### config.mk
export PLATFORM = sky130hd
export DESIGN_NAME = mio_bus_arbiter
export DESIGN_NICKNAME = d
export VERILOG_FILES = /design/src/rtl/mio_bus_arbiter.sv
export SDC_FILE = /design/constraint.sdc
export NUM_CORES = 1
export LEC_CHECK = 0
export CAP_MARGIN = 0
export CELL_PAD_IN_SITES_DETAIL_PLACEMENT = 2
export CELL_PAD_IN_SITES_GLOBAL_PLACEMENT = 2
export CORE_MARGIN = 4
export CORE_UTILIZATION = 25
export CTS_BUF_LIST = sky130_fd_sc_hd__clkbuf_8
export DETAILED_ROUTE_END_ITERATION = 10
export DONT_BUFFER_PORTS = 1
export GPL_ROUTABILITY_DRIVEN = 0
export PLACE_DENSITY_LB_ADDON = 0.1
export SYNTH_ARGS = -nofsm -noshare
export SYNTH_HDL_FRONTEND = slang
export SYNTH_SLANG_ARGS = --single-unit
### constraint.sdc
create_clock -name clk -period 8.8 [get_ports clk]
set_input_delay 2.64 -clock clk [delete_from_list [all_inputs] [get_ports clk]]
set_output_delay 2.64 -clock clk [all_outputs]
set_load 0.01 [all_outputs]
### src/rtl/mio_bus_arbiter.sv
// Two-master / one-slave bus arbiter with round-robin tie breaking,
// grant held until slave acknowledge, one-cycle ready pulse back to the
// owning master, and a watchdog that aborts transfers the slave ignores.
module mio_bus_arbiter #(
  parameter int TIMEOUT = 255
) (
  input  logic        clk,
  input  logic        rst,
  input  logic        m0_req,
  input  logic        m0_we,
  input  logic [31:0] m0_addr,
  input  logic [31:0] m0_wdata,
  output logic [31:0] m0_rdata,
  output logic        m0_ready,
  input  logic        m1_req,
  input  logic        m1_we,
  input  logic [31:0] m1_addr,
  input  logic [31:0] m1_wdata,
  output logic [31:0] m1_rdata,
  output logic        m1_ready,
  output logic        s_req,
  output logic        s_we,
  output logic [31:0] s_addr,
  output logic [31:0] s_wdata,
  input  logic [31:0] s_rdata,
  input  logic        s_ack,
  output logic [1:0]  grant,
  output logic        timeout_err
);

  typedef enum logic [1:0] {IDLE, BUSY, DONE} state_t;

  localparam logic [7:0] TIMEOUT_CNT = 8'(TIMEOUT);

  state_t      state_reg;
  logic        last_reg;      // 1 = master 1 was granted last time
  logic        owner_reg;     // current owner index
  logic [7:0]  wait_cnt_reg;
  logic [1:0]  ready_reg;
  logic [31:0] rdata_reg [0:1];
  logic        s_req_reg;
  logic        s_we_reg;
  logic [31:0] s_addr_reg;
  logic [31:0] s_wdata_reg;
  logic [1:0]  grant_reg;
  logic        timeout_err_reg;
  logic        pick_m1;

  // Winner select: lone requester wins, a tie goes to whoever was not last
  always_comb begin
    pick_m1 = m1_req && (!m0_req || !last_reg);
  end

  // Arbitration FSM with all outputs registered
  always_ff @(posedge clk) begin
    if (rst) begin
      state_reg       <= IDLE;
      last_reg        <= 1'b1;
      owner_reg       <= 1'b0;
      wait_cnt_reg    <= 8'd0;
      ready_reg       <= 2'b00;
      rdata_reg[0]    <= 32'd0;
      rdata_reg[1]    <= 32'd0;
      s_req_reg       <= 1'b0;
      s_we_reg        <= 1'b0;
      s_addr_reg      <= 32'd0;
      s_wdata_reg     <= 32'd0;
      grant_reg       <= 2'b00;
      timeout_err_reg <= 1'b0;
    end else begin
      case (state_reg)
        IDLE: begin
          if (m0_req || m1_req) begin
            owner_reg    <= pick_m1;
            last_reg     <= pick_m1;
            s_we_reg     <= pick_m1 ? m1_we    : m0_we;
            s_addr_reg   <= pick_m1 ? m1_addr  : m0_addr;
            s_wdata_reg  <= pick_m1 ? m1_wdata : m0_wdata;
            s_req_reg    <= 1'b1;
            grant_reg    <= pick_m1 ? 2'b10 : 2'b01;
            wait_cnt_reg <= 8'd0;
            state_reg    <= BUSY;
          end
        end
        BUSY: begin
          wait_cnt_reg <= wait_cnt_reg + 8'd1;
          // An ack in the timeout cycle still counts as a normal completion
          if (s_ack) begin
            if (!s_we_reg) begin
              rdata_reg[owner_reg] <= s_rdata;
            end
            s_req_reg            <= 1'b0;
            ready_reg[owner_reg] <= 1'b1;
            state_reg            <= DONE;
          end else if (wait_cnt_reg == TIMEOUT_CNT) begin
            rdata_reg[owner_reg] <= 32'hFFFF_FFFF;
            s_req_reg            <= 1'b0;
            ready_reg[owner_reg] <= 1'b1;
            timeout_err_reg      <= 1'b1;
            state_reg            <= DONE;
          end
        end
        DONE: begin
          ready_reg <= 2'b00;
          grant_reg <= 2'b00;
          state_reg <= IDLE;
        end
        default: begin
          state_reg <= IDLE;
        end
      endcase
    end
  end

  assign m0_rdata    = rdata_reg[0];
  assign m1_rdata    = rdata_reg[1];
  assign m0_ready    = ready_reg[0];
  assign m1_ready    = ready_reg[1];
  assign s_req       = s_req_reg;
  assign s_we        = s_we_reg;
  assign s_addr      = s_addr_reg;
  assign s_wdata     = s_wdata_reg;
  assign grant       = grant_reg;
  assign timeout_err = timeout_err_reg;

endmodule

==> results of run 1 <==
## worst min-delay path: stages (launching register included)
cell     delay [ns]
dfxtp_1        0.32
nand3_1        0.07
a21oi_1        0.07
## cells in the mapped netlist (3+ instances only)
cell type / number / area (um^2)
inv_1: 4 / 15.01
mux2i_1: 65 / 650.6
nor3_1: 4 / 20.02
dfxtp_1: 83 / 1662
a211oi_1: 66 / 495.5
buf_6: 4 / 45.04
o21ai_1: 60 / 300.3
buf_2: 10 / 50.05
nor2_1: 78 / 292.8
nand2_1: 39 / 146.4
edfxtp_1: 64 / 1922
buf_4: 3 / 22.52
clkbuf_1: 33 / 123.9
nand3_1: 8 / 40.04
a21oi_1: 10 / 50.05
o21ai_0: 10 / 50.05
## power breakdown
group | total, mW | internal (mW) | leakage (nW) | switching, mW
sequential | 0.838 | 0.768 | 1.35 | 0.0696
clock | 0.502 | 0.203 | 0.172 | 0.300
combinational | 0.146 | 0.0551 | 0.833 | 0.0909
## final timing paths
kind	from	endpoint	depth (start not counted)
min reg2reg	wait_cnt_reg[1]$_SDFFE_PP0P_	wait_cnt_reg[1]$_SDFFE_PP0P_	2
max reg2reg	state_reg[0]$_SDFFE_PP0P_	rdata_reg[0][1]$_SDFFCE_PN0P_	3
max	m1_req	s_wdata[0]$_SDFFE_PP0P_	5
min	wait_cnt_reg[1]$_SDFFE_PP0P_	wait_cnt_reg[1]$_SDFFE_PP0P_	2
## layout by cell type (no fill, tap or decap), types with 2 or more instances in the layout
cell / instances
or3_1: 2
clkinvlp_4: 2
o31ai_1: 2
dfxtp_1: 83
inv_1: 4
clkbuf_8: 17
clkinvlp_2: 2
nand4_1: 2
nand3_1: 8
mux2i_1: 65
clkinv_4: 2
o21ai_1: 60
a211oi_1: 66
nand2_1: 39
buf_4: 6
nor2_1: 78
inv_6: 6
edfxtp_1: 64
o21ai_0: 10
inv_8: 2
nor2b_1: 2
o21bai_4: 2
nor3_1: 4
a21oi_1: 10
## through the flow
stage / std cells / setup WS [ns] / cell area, um^2 / utilization / total power, mW
after floorplan: 570 / 3.701 / 6121 / - / 0.9633
final: 877 / 4.353 / 6709 / 0.2824 / 1.486
after CTS: 877 / 4.374 / 6709 / 0.2824 / 1.516
after detailed placement: 845 / 3.872 / 6354 / 0.2675 / 1.008
after global placement: 845 / 3.995 / 6354 / 0.2675 / 0.9986
after global routing: 877 / 4.094 / 6709 / 0.2824 / 1.567
## area by class of cell
| cell class | count | share of cell area |
|---|---|---|
| Clock buffer | 17 | 0.03488 |
| Multi-Input combinational cell | 369 | 0.3445 |
| Tap cell | 319 | 0.05949 |
| Inverter | 4 | 0.002238 |
| Sequential cell | 147 | 0.5341 |
| Timing Repair Buffer | 6 | 0.006714 |
| Clock inverter | 15 | 0.01809 |
## routing by layer
layer | up-vias | track usage | share of wire
li1 | 2039 | - | -
met1 | 2170 | 0.1562 | 0.40
met2 | 199 | 0.2386 | 0.50
met3 | 15 | 0.05990 | 0.091
met4 | 0 | 0.03705 | 0.011
met5 | - | 0 | 0
## logic make-up after synthesis
kind of cell | count (synthesis) | synth area share
adders and majority gates | 1 | 0.002044
buffers and inverters | 54 | 0.04190
DFF | 147 | 0.5854
and+or+nand+nor | 146 | 0.1028
muxes | 65 | 0.1063
AOI/OAI and AO/OA | 157 | 0.1615
==> run metrics, run 1 <==
status finished, final reports clean; grt ovf 0; post-synthesis async set-or-reset flop share 0; Cell variety after synth 40; final setup vio count 0; setup TNS 0 ns; Final #Nets 713; Synth Cell Area 6121 um^2; # diodes 0; largest net degree at the start of global routing 108; CTS sink cnt 147; CORE AREA 23750 um^2; # DRC 0; most used cell along the critical path nor2_1; clock root buffer clkbuf_8; RSZ-0062 raised after global routing false; critical path's top delay family simple AND/OR/NAND/NOR gates; I/O pin count 302; FF+latch count, synth 147; Clock Skews 0.01743 ns; ANT nets after route 0; Critical Path End Type flip-flop; combined area of the multi-input logic cells 2311 um^2; vias in the first global route 4930; Syn-to-layout area delta 9.607%; TritonCTS clock tree done; CP max FO 107; startpoint types input port; max-cap violations 0; Peak VDD IR 65.09 uV; cells along the critical path nor2_1, nor3_4, buf_4, nor2_1, a211oi_1; site row count 56; Avg Cell Area, Syn 10.74 um^2; WP data arrival 4.79 ns; first-pass GRT wire length 28.77 mm; register area 3583 um^2; Post-Synthesis Cells 570; Worst-Margin Slew 1.063 ns; r2r setup slk 6.04 ns; critical path's largest stage delay 0.89 ns; CTS max path bufs 2; effective utilization at floorplan 0.2577; share of layout cells above drive strength 1 0.07527; hpwl dp 13.54 mm; max FFs per register 64; WL per Instance 22.06 um; Tmin final 4.447 ns; synth warn 0; # hold bufs at CTS 0; PwrDens 221.5 nW/um^2; Die X 164.5 um; Post-synth EDFFs 64; final wirelength 19.35 mm; post_cts resized 0; commonest register cell after synthesis dfxtp_1; 1st-iter DRT viols 210; sequential fraction of the synthesis area 0.5854; overall routing resource usage 0.1381; Hold Fails Final Rpt 0; IO Port Bufs 0; required time of the critical path 9.14 ns; DR vias 4423; post-DR vias/cell 5.043; Post-CTS Setup Bufs 0; initial antenna violation count 0; Crit Path Class input port to flip-flop; first-pass iteration count of the detailed router 4; total CTS buffers 17; Worst path slowest cell buf_4; Hold Worst Slack 0.5078 ns; Die ar. 27050 um^2; Hold/Removal Path Class flip-flop to flip-flop; Leak Pwr 2.357 nW; Buf/Inv on CP 1; Reg clk slew, reported paths 0.08 ns; fill count 2598; Die H 164.5 um; H-Tree Depth 4; Fmax 0.2249 GHz; final count of pins violating max slew 0; syn_nets 738; worst-skew pair later-pin latency 0.45 ns; Final period util 0.5053; Rel. slew slack 0.2916
Note: power is estimated with default switching activity, not from simulation.
==> run 2, diff against run 1 <==
- clock period: 8.8 -> 4.32 ns (I/O delays scaled with it)
==> run 2 against run 1 <==
  * Power up 110%
  * Final cell count is 0.11% higher
  * Hold slack lost 0.013 ns
  * Sequential cell count unchanged
  * Wire length about the same
  * Sequential share of layout area is 0.54 points lower
  * Largest power group unchanged
==> run metrics, run 2 (same netlist as run 1, synthesis figures left out) <==
CTS sink cnt 147 (unchanged); final wirelength 19.35 mm (about the same); Tmin final 2.692 ns; Fmax 0.3715 GHz; hold-critical path depth 2 (unchanged); Final Non-Filler Cells 878 (+0.11%); Leak Pwr 2.394 nW (+1.5%); Reg clk slew, reported paths 0.08 ns (about the same); setup TNS 0 ns (unchanged); critical path's largest stage delay 0.87 ns (-0.02 ns); Clock Skews 0.01288 ns (-0.004554 ns); Post-CTS Setup Bufs 0 (unchanged); # hold bufs at CTS 0 (unchanged); CP max FO 32 (-70%); r2r setup slk 1.63 ns (-4.41 ns); Crit Path Class flip-flop to flip-flop; critical register-to-register path startpoint state_reg[0]$_SDFFE_PP0P_; worst-skew pair later-pin latency 0.44 ns (about the same); cells along the critical path nor2b_1, o21ai_0, o21bai_4; effective utilization at floorplan 0.2577 (unchanged); clock root buffer clkbuf_8; Final period util 0.6232; Hold Fails Final Rpt 0 (unchanged); WP data arrival 2.75 ns (-2.04 ns); post-layout util 0.2853 (+0.002898); required time of the critical path 4.37 ns (-4.77 ns); post_cts resized 0 (unchanged); Critical Path End Type flip-flop; fill count 2605 (+0.27%); dpl cell area 6374 um^2 (+0.32%); WL per Instance 22.04 um (-0.11%); PnR worst setup slack 1.628 ns (-2.726 ns); PwrDens 461.9 nW/um^2 (+110%); Die H 164.5 um (unchanged); final count of pins violating max slew 0 (unchanged); Rel. slew slack 0.2618 (-0.02980); site row count 56 (unchanged); post-route cell area 6778 um^2 (+1.0%); # diodes 0 (unchanged); startpoint types flip-flop; RSZ-0062 raised after global routing false; initial antenna violation count 0 (unchanged); max FFs per register 64 (unchanged); post-DR vias/cell 4.962 (-1.6%); overall routing resource usage 0.1377 (-0.0003751); total CTS buffers 17 (unchanged); Syn-to-layout area delta 10.73%; Die ar. 27050 um^2 (unchanged); DR vias 4357 (-1.5%); Peak VDD IR 171.5 uV (+160%); 1st-iter DRT viols 195 (-7.1%); combined area of the multi-input logic cells 2311 um^2 (unchanged); hpwl dp 13.77 mm (+1.7%); Worst Hold End wait_cnt_reg[1]$_SDFFE_PP0P_; most frequent cells in the layout 83 x dfxtp_1, 78 x nor2_1, 66 x a211oi_1; Final #Nets 714 (+0.14%); ANT nets after route 0 (unchanged); hold_sp wait_cnt_reg[1]$_SDFFE_PP0P_; H-Tree Depth 4 (unchanged); final setup vio count 0 (unchanged); first-pass iteration count of the detailed router 4 (unchanged); max-cap violations 0 (unchanged); Reg-to-Reg End rdata_reg[0][31]$_SDFFCE_PN0P_; Reg2Reg Depth 3 (unchanged); Hold Worst Slack 0.4943 ns (-0.01348 ns); Hold/Removal Path Class flip-flop to flip-flop; Worst-Margin Slew 1.107 ns (+0.04470 ns); worst slack, placed 1.297 ns (-2.575 ns); commonest non-fill, non-tap cell in the layout dfxtp_1; share of layout cells above drive strength 1 0.07871 (+0.003443); grt ovf 0 (unchanged); CORE AREA 23750 um^2 (unchanged); Worst path slowest cell o21bai_4; Overall Power 3.131 mW (+110%); # DRC 0 (unchanged); largest net degree at the start of global routing 105 (-2.8%); register area 3583 um^2 (unchanged); vias in the first global route 4866 (-1.3%); placed cell count 846 (+0.12%); first-pass GRT wire length 28.46 mm (-1.1%); status finished, final reports clean; IO Port Bufs 0 (unchanged); CTS max path bufs 2 (unchanged); TritonCTS clock tree done; I/O pin count 302 (unchanged); Die X 164.5 um (unchanged)
## run 2: cell types whose count changed in the layout (fill, tap and decap cells not counted)
| cell | change |
|---|---|
| clkinvlp_4 | -1 |
| inv_6 | +1 |
| bufinv_16 | +2 |
| clkinv_4 | -1 |
| clkinv_1 | -1 |
| buf_12 | +1 |
## run 2: metal layers
layer	vias up	global-route usage	routed length (um)
met5	-	0	0
met4	0	0.04423	157
met3	9	0.05341	1702
li1	2039	-	-
met2	190	0.2401	9812
met1	2119	0.1549	7677
## run 2: power by group
group          switching [mW]  leakage (nW)  total, mW  internal [mW]
clock                   0.596         0.199       1.13          0.532
combinational           0.180         0.843      0.295          0.115
sequential              0.142          1.35       1.71           1.57
total                   0.918          2.39       3.13           2.21
## run 2: worst max path at each step
| stage | startpoint | endpoint | depth (start not counted) |
|---|---|---|---|
| finish | state_reg[0]$_SDFFE_PP0P_ | rdata_reg[0][31]$_SDFFCE_PN0P_ | 3 |
| global route | state_reg[0]$_SDFFE_PP0P_ | rdata_reg[1][5]$_SDFFCE_PN0P_ | 3 |
| CTS | state_reg[0]$_SDFFE_PP0P_ | rdata_reg[1][0]$_SDFFCE_PN0P_ | 3 |
| detailed placement | s_ack | rdata_reg[1][12]$_SDFFCE_PN0P_ | 3 |
| global placement | s_ack | rdata_reg[1][3]$_SDFFCE_PN0P_ | 3 |
| floorplan | s_ack | rdata_reg[0][0]$_SDFFCE_PN0P_ | 4 |
## run 2: layout make-up
class | count | share of cell area
clock buffers | 17 | 0.03452
flip-flops and latches | 147 | 0.5287
repair buffers | 7 | 0.009599
multi-input cells | 369 | 0.3410
inverters | 4 | 0.002215
well taps | 319 | 0.05889
clock inverters | 15 | 0.02511
## run 2: critical path, delay by kind of cell, from the launching register on
family / cells / cell delay [ns]
AOI/OAI and AO/OA: 2 / 1.27
DFF: 1 / 0.47
and+or+nand+nor: 1 / 0.56
==> run 3, diff against run 2 <==
- clock period: 4.32 -> 2.55 ns (I/O delays scaled with it)
==> run 3 against run 2 <==
  * Clock power is 82% higher
  * Hold slack worse by 0.094 ns
  * Sequential power is 68% higher
  * Die area stayed put
  * Setup slack worse by 1.4 ns
  * Largest power group unchanged
  * Highest routed layer unchanged
==> run metrics, run 3 (same netlist as run 1, synthesis figures left out) <==
Final period util 0.9032 (+0.2800); grt ovf 0 (unchanged); WP data arrival 2.36 ns (-0.39 ns); final wirelength 19.20 mm (-0.79%); effective utilization at floorplan 0.2577 (unchanged); worst slack, placed 0.07272 ns (-1.224 ns); largest net degree at the start of global routing 108 (+2.9%); Worst Hold End s_addr[26]$_SDFFE_PP0P_; vias in the first global route 4752 (-2.3%); post-route cell area 6894 um^2 (+1.7%); Flop pwr share 0.527 (-0.018); NetSw 1.528 mW (+66%); dpl cell area 6456 um^2 (+1.3%); Die H 164.5 um (unchanged); Reg clk slew, reported paths 0.08 ns (about the same); commonest non-fill, non-tap cell in the layout dfxtp_1; post-DR vias/cell 4.988 (+0.51%); Sw Share 0.2796 (-0.01369); status finished, final reports clean; Overall Power 5.464 mW (+75%); Syn-to-layout area delta 12.63%; CORE AREA 23750 um^2 (unchanged); RSZ-0062 raised after global routing false; most frequent cells in the layout 83 x dfxtp_1, 78 x nor2_1, 66 x a211oi_1; Post-CTS Setup Bufs 0 (unchanged); Final #Nets 720 (+0.84%); # DRC 0 (unchanged); setup TNS 0 ns (unchanged); TritonCTS clock tree done; # diodes 0 (unchanged); final count of pins violating max slew 0 (unchanged); Buf/Inv on CP 0 (unchanged); CTS sink cnt 147 (unchanged); clock root buffer clkbuf_8; Critical Path End Type flip-flop; Fmax 0.4342 GHz (+17%); WL per Instance 21.72 um (-1.5%); Reg-to-Reg End rdata_reg[1][7]$_SDFFCE_PN0P_; Crit Path Class flip-flop to flip-flop; critical path's largest stage delay 0.84 ns (-0.03 ns); site row count 56 (unchanged); Leak Pwr 2.460 nW (+2.8%); Clock Skews 0.01696 ns (+0.004086 ns); share of layout cells above drive strength 1 0.08496 (+0.006244); max-cap violations 0 (unchanged); critical register-to-register path startpoint wait_cnt_reg[3]$_SDFFE_PP0P_; Die ar. 27050 um^2 (unchanged); first-pass GRT wire length 28.31 mm (-0.51%); r2r setup slk 0.25 ns (-1.38 ns); # hold bufs at CTS 0 (unchanged); hpwl dp 13.68 mm (-0.66%); Tmin final 2.303 ns (-0.3889 ns); 1st-iter DRT viols 186 (-4.6%); Hold/Removal Path Class input port to flip-flop; Hold Fails Final Rpt 0 (unchanged); Int Pwr 3.936 mW (+78%); Reg2Reg Depth 4 (+1); Worst-Margin Slew 1.003 ns (-0.1047 ns); Worst path slowest cell o21bai_4; hold-critical path depth 1 (-1); Rel. slew slack 0.3299 (+0.06803); initial antenna violation count 0 (unchanged); Die X 164.5 um (unchanged); clock power share 0.376 (+0.016); I/O pin count 302 (unchanged); required time of the critical path 2.61 ns (-1.76 ns); Hold Worst Slack 0.4000 ns (-0.09427 ns); PwrDens 792.6 nW/um^2 (+72%); total CTS buffers 17 (unchanged); hold_sp rst; CP max FO 32 (unchanged); ANT nets after route 0 (unchanged); post_cts resized 0 (unchanged); worst-skew pair later-pin latency 0.44 ns (about the same); DR vias 4409 (+1.2%); max FFs per register 64 (unchanged); H-Tree Depth 4 (unchanged); combinational power share 0.097 (+0.003); CTS max path bufs 2 (unchanged); cells along the critical path nand4_1, nor3_1, o21ai_0, o21bai_4; Peak VDD IR 274.8 uV (+60%); IO Port Bufs 0 (unchanged); startpoint types flip-flop; overall routing resource usage 0.1366 (-0.001073); final setup vio count 0 (unchanged); PnR worst setup slack 0.2469 ns (-1.381 ns); critical path's top delay family compound AO/OA/AOI/OAI gates; first-pass iteration count of the detailed router 4 (unchanged)
run 3: worst register-to-register path, cell delays in order (launching register included):
cell,delay [ns]
dfxtp_1,0.45
nand4_1,0.19
nor3_1,0.20
o21ai_0,0.22
o21bai_4,0.85
run 3: metal layers:
metal  vias to the layer above  global-route usage  wire, um
met5                         -                   0         0
met4                         0             0.04159       216
met3                        12             0.05091      1577
met2                       192              0.2337      9561
met1                      2155              0.1597      7841
li1                       2050                   -         -
run 3: through the flow:
step / util / cells
floorplan: - / 570
global placement: 0.2718 / 852
detailed placement: 0.2718 / 852
CTS: 0.2902 / 884
global route: 0.2902 / 884
finish: 0.2902 / 884
run 3: area by class of cell:
type | instances | area [um^2]
clock inverter | 15 | 203.9
multi-input combinational | 369 | 2311
tap | 319 | 399.1
timing repair buffer | 13 | 147.6
sequential | 147 | 3583
fill | 2589 | 16860
clock buffer | 17 | 234.0
inverter | 4 | 15.01
run 3: worst max-delay path by stage:
stage / slack (ns) / endpoint / startpoint / cells past startpoint
floorplan: -0.04 / rdata_reg[0][0]$_SDFFCE_PN0P_ / s_ack / 4
global placement: 0.09 / rdata_reg[1][17]$_SDFFCE_PN0P_ / s_ack / 3
detailed placement: 0.07 / rdata_reg[0][7]$_SDFFCE_PN0P_ / s_ack / 3
CTS: 0.16 / rdata_reg[0][12]$_SDFFCE_PN0P_ / wait_cnt_reg[3]$_SDFFE_PP0P_ / 4
global route: 0.05 / rdata_reg[0][2]$_SDFFCE_PN0P_ / wait_cnt_reg[3]$_SDFFE_PP0P_ / 4
finish: 0.25 / rdata_reg[1][7]$_SDFFCE_PN0P_ / wait_cnt_reg[3]$_SDFFE_PP0P_ / 4
run 3: power by group through the flow:
stage	sequential [mW]	clock [mW]	combinational (mW)
2_1_floorplan	2.88	0	0.449
3_3_place_gp	2.94	0	0.520
5_1_grt	2.91	2.24	0.604
3_5_place_dp	2.94	0	0.549
6_report	2.88	2.06	0.530
4_1_cts	2.89	2.14	0.549
